--- config.mk ---
export PLATFORM = sky130hd
export DESIGN_NAME = sumador_sat_acc
export DESIGN_NICKNAME = d
export VERILOG_FILES = /design/src/rtl/sumador_sat_acc.sv
export SDC_FILE = /design/constraint.sdc
export NUM_CORES = 1
export LEC_CHECK = 0
export BUFFER_PORTS_ARGS = -buffer_cell sky130_fd_sc_hd__clkbuf_2
export CORE_AREA = 10 10 122 124
export DETAILED_ROUTE_END_ITERATION = 10
export DIE_AREA = 0 0 132 134
export SYNTH_ARGS = -nofsm -noshare
export SYNTH_HDL_FRONTEND = slang
export SYNTH_SLANG_ARGS = --single-unit
--- constraint.sdc ---
create_clock -name clk -period 4.46 [get_ports clk]
set_clock_uncertainty 0.2 [all_clocks]
set_input_delay 0.446 -clock clk [delete_from_list [all_inputs] [get_ports clk]]
set_output_delay 0.446 -clock clk [all_outputs]
set_load 0.05 [all_outputs]
--- src/rtl/sumador_sat_acc.sv ---
// sumador_sat_acc: two-stage saturating adder/accumulator.
// Stage 1 reduces N signed operands to one full-precision sum.
// Stage 2 optionally adds the running accumulator, clamps the result to
// the signed W-bit range, and maintains a sticky overflow flag.
module sumador_sat_acc #(
  parameter int unsigned W = 19,
  parameter int unsigned N = 4
) (
  input  logic           clk,
  input  logic           Reset,
  input  logic           valid_in,
  input  logic [N*W-1:0] data_in,
  input  logic           Mode,
  input  logic           Clear,
  output logic [W-1:0]   Sout,
  output logic           valid_out,
  output logic           Ovf
);

  // The sum of N operands grows by at most clog2(N) bits.
  localparam int unsigned S = W + $clog2(N);

  // Clamp limits, expressed in the S+1 bit width of the stage-2 sum.
  localparam logic signed [S:0] MAX_T = {{(S + 2 - W){1'b0}}, {(W - 1){1'b1}}};
  localparam logic signed [S:0] MIN_T = {{(S + 2 - W){1'b1}}, {(W - 1){1'b0}}};

  // Stage 1 state.
  logic signed [S-1:0] sum1_d, sum1_q;
  logic                v1_q;
  logic                m1_q;

  // Stage 2 state.
  logic [W-1:0]        sout_d, sout_q;
  logic                ovf_d, ovf_q;
  logic                vout_q;

  // Stage 2 intermediates.
  logic signed [S:0]   base;
  logic signed [S:0]   t;
  logic                sat_hi;
  logic                sat_lo;

  // Full-precision reduction of all operands; no intermediate clamping.
  always_comb begin
    sum1_d = '0;
    for (int unsigned k = 0; k < N; k++) begin
      sum1_d = sum1_d + $signed({{(S - W){data_in[k*W + W - 1]}}, data_in[k*W +: W]});
    end
  end

  // Stage 1 pipeline register.
  always_ff @(posedge clk or negedge Reset) begin
    if (!Reset) begin
      sum1_q <= '0;
      v1_q   <= 1'b0;
      m1_q   <= 1'b0;
    end else begin
      sum1_q <= sum1_d;
      v1_q   <= valid_in;
      m1_q   <= Mode;
    end
  end

  // Accumulate-and-clamp: the clamped output is the accumulator, so a
  // saturated value is what feeds back and wrap-around cannot occur.
  always_comb begin
    base   = '0;
    if (!Clear && m1_q) begin
      base = $signed({{(S + 1 - W){sout_q[W-1]}}, sout_q});
    end
    t      = base + $signed({sum1_q[S-1], sum1_q});
    sat_hi = (t > MAX_T);
    sat_lo = (t < MIN_T);

    sout_d = sout_q;
    ovf_d  = ovf_q;
    if (v1_q) begin
      if (sat_hi) begin
        sout_d = {1'b0, {(W - 1){1'b1}}};
      end else if (sat_lo) begin
        sout_d = {1'b1, {(W - 1){1'b0}}};
      end else begin
        sout_d = t[W-1:0];
      end
      // Clear restarts the sticky history from this update alone.
      ovf_d = (sat_hi || sat_lo) || (ovf_q && !Clear);
    end else if (Clear) begin
      sout_d = '0;
      ovf_d  = 1'b0;
    end
  end

  // Stage 2 output register.
  always_ff @(posedge clk or negedge Reset) begin
    if (!Reset) begin
      sout_q <= '0;
      ovf_q  <= 1'b0;
      vout_q <= 1'b0;
    end else begin
      sout_q <= sout_d;
      ovf_q  <= ovf_d;
      vout_q <= v1_q;
    end
  end

  assign Sout      = sout_q;
  assign Ovf       = ovf_q;
  assign valid_out = vout_q;

endmodule

==> results.sh <==
export IMPL_post_route_period_util=0.921
export IMPL_initial_utilization=0.345
export IMPL_rows=41
export IMPL_finalWirelength_mm=10.0
export IMPL_synth_compound_area_frac=0.207
export IMPL_wl_per_cell_um=14.9
export IMPL_yosysSeqAreaShare=0.256
export IMPL_fmax_ghz=0.243
export IMPL_num_vias=3382
export IMPL_avgSynthCellArea_um2=10.9
export IMPL_antenna_found_initial=0
export IMPL_synthArstFlopShare=1.00
export IMPL_synth_top_family_by_area="adder cells"
export IMPL_dieHeight_um=134
export IMPL_final_cell_mix="101 x clkbuf_2, 44 x dfrtp_1, 41 x ha_1, 40 x fa_1"
export IMPL_p_sw_mw=1.59
export IMPL_start_kind="flop"
export IMPL_report_final_slew_viol_count=0
export IMPL_hold_end="v1_q"
export IMPL_p_int_mw=1.74
export IMPL_holdCritStartpoint="valid_in"
export IMPL_drtAntennaViolNets=0
export IMPL_dieArea_um2=17700
export IMPL_postSynthRegisterBits=44
export IMPL_vias_per_cell=5.03
export IMPL_cp_arrival_ns=4.13
export IMPL_fin_crit_ns=4.11
export IMPL_total_power_mw=3.33
export IMPL_holdPathStages=1
export IMPL_drc=0
export IMPL_hold_viol_final=0
export IMPL_cts_sinks=44
export IMPL_cap_violations=0
export IMPL_r2r_slack_ns=0.35
export IMPL_yosys_top_cells_area="dfrtp_1 26%, fa_1 19%, ha_1 12%, a221o_1 4.2%, xnor2_1 3.7%"
export IMPL_setup_worst_path_end_class="flop"
export IMPL_clockPowerShare=0.123
export IMPL_setup_viol=0
export IMPL_synth_top_area_frac=0.256
export IMPL_finalNetCount=662
export IMPL_fillers=1215
export IMPL_area_delta_synth_final_pct=20.1
export IMPL_slew_headroom=0.284
export IMPL_powerDensity_nw_per_um2=644
export IMPL_cts_resized=0
export IMPL_synth_adder_area_share=0.305
export IMPL_grt_max_degree=45
export IMPL_dp_hpwl_mm=8.34
export IMPL_antenna_cells=0
export IMPL_cts_tree="yes"
export IMPL_synth_edf_count=0
export IMPL_drt_first_pass_iters=4
export IMPL_clock_latency_ns=0.28
export IMPL_die_x_um=132
export IMPL_synthDistinctLibCells=69
export IMPL_power_frac_comb=0.662
export IMPL_io_pins=102
export IMPL_worstReg2RegStart="m1_q"
export IMPL_setup_tns_ns=0
export IMPL_pwr_share_seq=0.215
export IMPL_r2r_end="Sout[13]"
export IMPL_yosysTopAreaCell="dfrtp_1"
export IMPL_hp_class="input pin to flop"
export IMPL_sw_frac_of_total=0.478
export IMPL_gp_congestion=0.896
export IMPL_hold_buffers=0
export IMPL_outcome="completed"
export IMPL_yosysWarnings=0
export IMPL_synth_cells=395
export IMPL_r2r_cells=13
export IMPL_leakage_nw=2.50
export IMPL_cp_data_required_time_ns=4.48
export IMPL_worstPathMaxFanout=19
export IMPL_cts_setup_buffers=0
export IMPL_ir_drop_v=0.000255
export IMPL_synth_main_ff_cell="dfrtp_1"
export IMPL_gr_total_overflow=0
export IMPL_drt_initial_drc_count=175
export IMPL_synth_nets=557
export IMPL_io_buffers=101
export IMPL_cts_root_buffer="clkbuf_16"
export IMPL_path_class="flop to flop"
export IMPL_synth_xor_area_share=0.0669
export IMPL_muxShareOfSynthArea=0.00581
export IMPL_htreeDepth=2
export IMPL_design_core_area_um2=12500
export IMPL_grt_pass1_wl_mm=17.7
export IMPL_drive_gt1_frac=0.255
export IMPL_cts_buffers=5
export IMPL_grt_setup_unrepaired="false"
export IMPL_path_clk_slew_ns=0.06
export IMPL_track_usage=0.117
export IMPL_tightest_slew_ns=1.07
export IMPL_synthSimpleGateAreaFrac=0.137
export IMPL_clockBufferDepth=2
export IMPL_grt_pass1_vias=3773
export IMPL_layout_commonest_cell="clkbuf_2"
export IMPL_syn_cell_area_um2=4300
synth_stat cells (2+ instances only):
library cell  count
a211oi_1          2
or2_0             2
nand4_1           2
and4_1            2
a21o_1           17
o21bai_1          2
inv_1            13
and3_1            5
a31o_2            2
a311oi_1          2
dfrtp_1          44
xor2_1           13
a21oi_1          22
o211ai_1          5
nand3_1           9
o21ai_1           2
nand2_1          19
fa_1             40
nor4_1            2
or4_1             2
ha_1             41
buf_2             3
xnor2_1          18
nor2_1           14
a221o_1          18
nand2b_1          3
o21ai_0           9
a21boi_0          2
and2_1           22
or2_2             2
or3_1             2
nor2b_1           4
a211o_1           2
a31oi_1           6
nor3_1            6
nand3b_1          3
routing by layer:
| layer | global-route usage | share of wire | vias to the layer above |
|---|---|---|---|
| met5 | 0 | 0 | - |
| met4 | 0.0309 | 0.014 | 0 |
| met3 | 0.0299 | 0.065 | 13 |
| met2 | 0.183 | 0.44 | 96 |
| met1 | 0.158 | 0.48 | 1596 |
| li1 | - | - | 1677 |
registers in the layout (all words and copies together), names as in the netlist:
name / count
Ovf: 1
Sout: 19
m1_q: 1
sum1_q: 21
v1_q: 1
valid_out: 1
area by class of cell:
type	instances	area, um2	area share
Clock inverter	2	35.0	0.00677
Multi-Input combinational cell	331	3110	0.601
Sequential cell	44	1100	0.213
Clock buffer	6	129	0.0249
Tap cell	172	215	0.0416
Inverter	13	48.8	0.00944
Timing Repair Buffer	105	536	0.104
through the flow:
step | hold WS [ns] | setup slack, ns | cells | util | instance area (um2)
2_1_floorplan | -0.0496 | 0.613 | 395 | - | 4300
3_3_place_gp | 0.290 | 0.310 | 665 | 0.402 | 5010
3_5_place_dp | 0.290 | 0.213 | 665 | 0.402 | 5010
4_1_cts | 0.0665 | 0.342 | 673 | 0.415 | 5170
5_1_grt | 0.0635 | 0.00823 | 673 | 0.415 | 5170
6_report | 0.0675 | 0.351 | 673 | 0.415 | 5170
power by group through the flow:
stage	sequential, mW	clock [mW]	combinational [mW]
floorplan	0.989	0	1.45
global placement	0.718	0	2.16
finish	0.716	0.410	2.21
detailed placement	0.721	0	2.20
global route	0.737	0.436	2.46
CTS	0.717	0.418	2.22
critical path, stage by stage (launching register included):
cell,delay (ns)
dfrtp_1,0.35
nor2b_1,0.12
buf_4,0.19
and2_1,0.18
ha_1,0.20
fa_1,0.43
a211oi_2,0.37
o21bai_4,0.12
a41oi_4,0.30
nor2_2,0.10
o32ai_4,0.30
xor2_2,0.16
o31ai_4,0.74
a221o_1,0.28
how the worst max path moves through the flow:
stage / from / slack [ns] / end
6_report: m1_q / 0.35 / Sout[13]
5_1_grt: m1_q / 0.008 / Sout[9]
4_1_cts: m1_q / 0.34 / Sout[13]
3_5_place_dp: data_in[1] / 0.21 / sum1_q[19]
3_3_place_gp: data_in[1] / 0.31 / sum1_q[19]
2_1_floorplan: data_in[1] / 0.61 / sum1_q[19]
cells by family after synthesis:
kind of cell               after synthesis
AOI/OAI and AO/OA                      110
and+or+nand+nor                        106
adders and majority gates               81
DFF                                     44
xor gates and xnor gates                32
buffers and inverters                   20
muxes                                    2
Power figures use the tool's default switching activity.
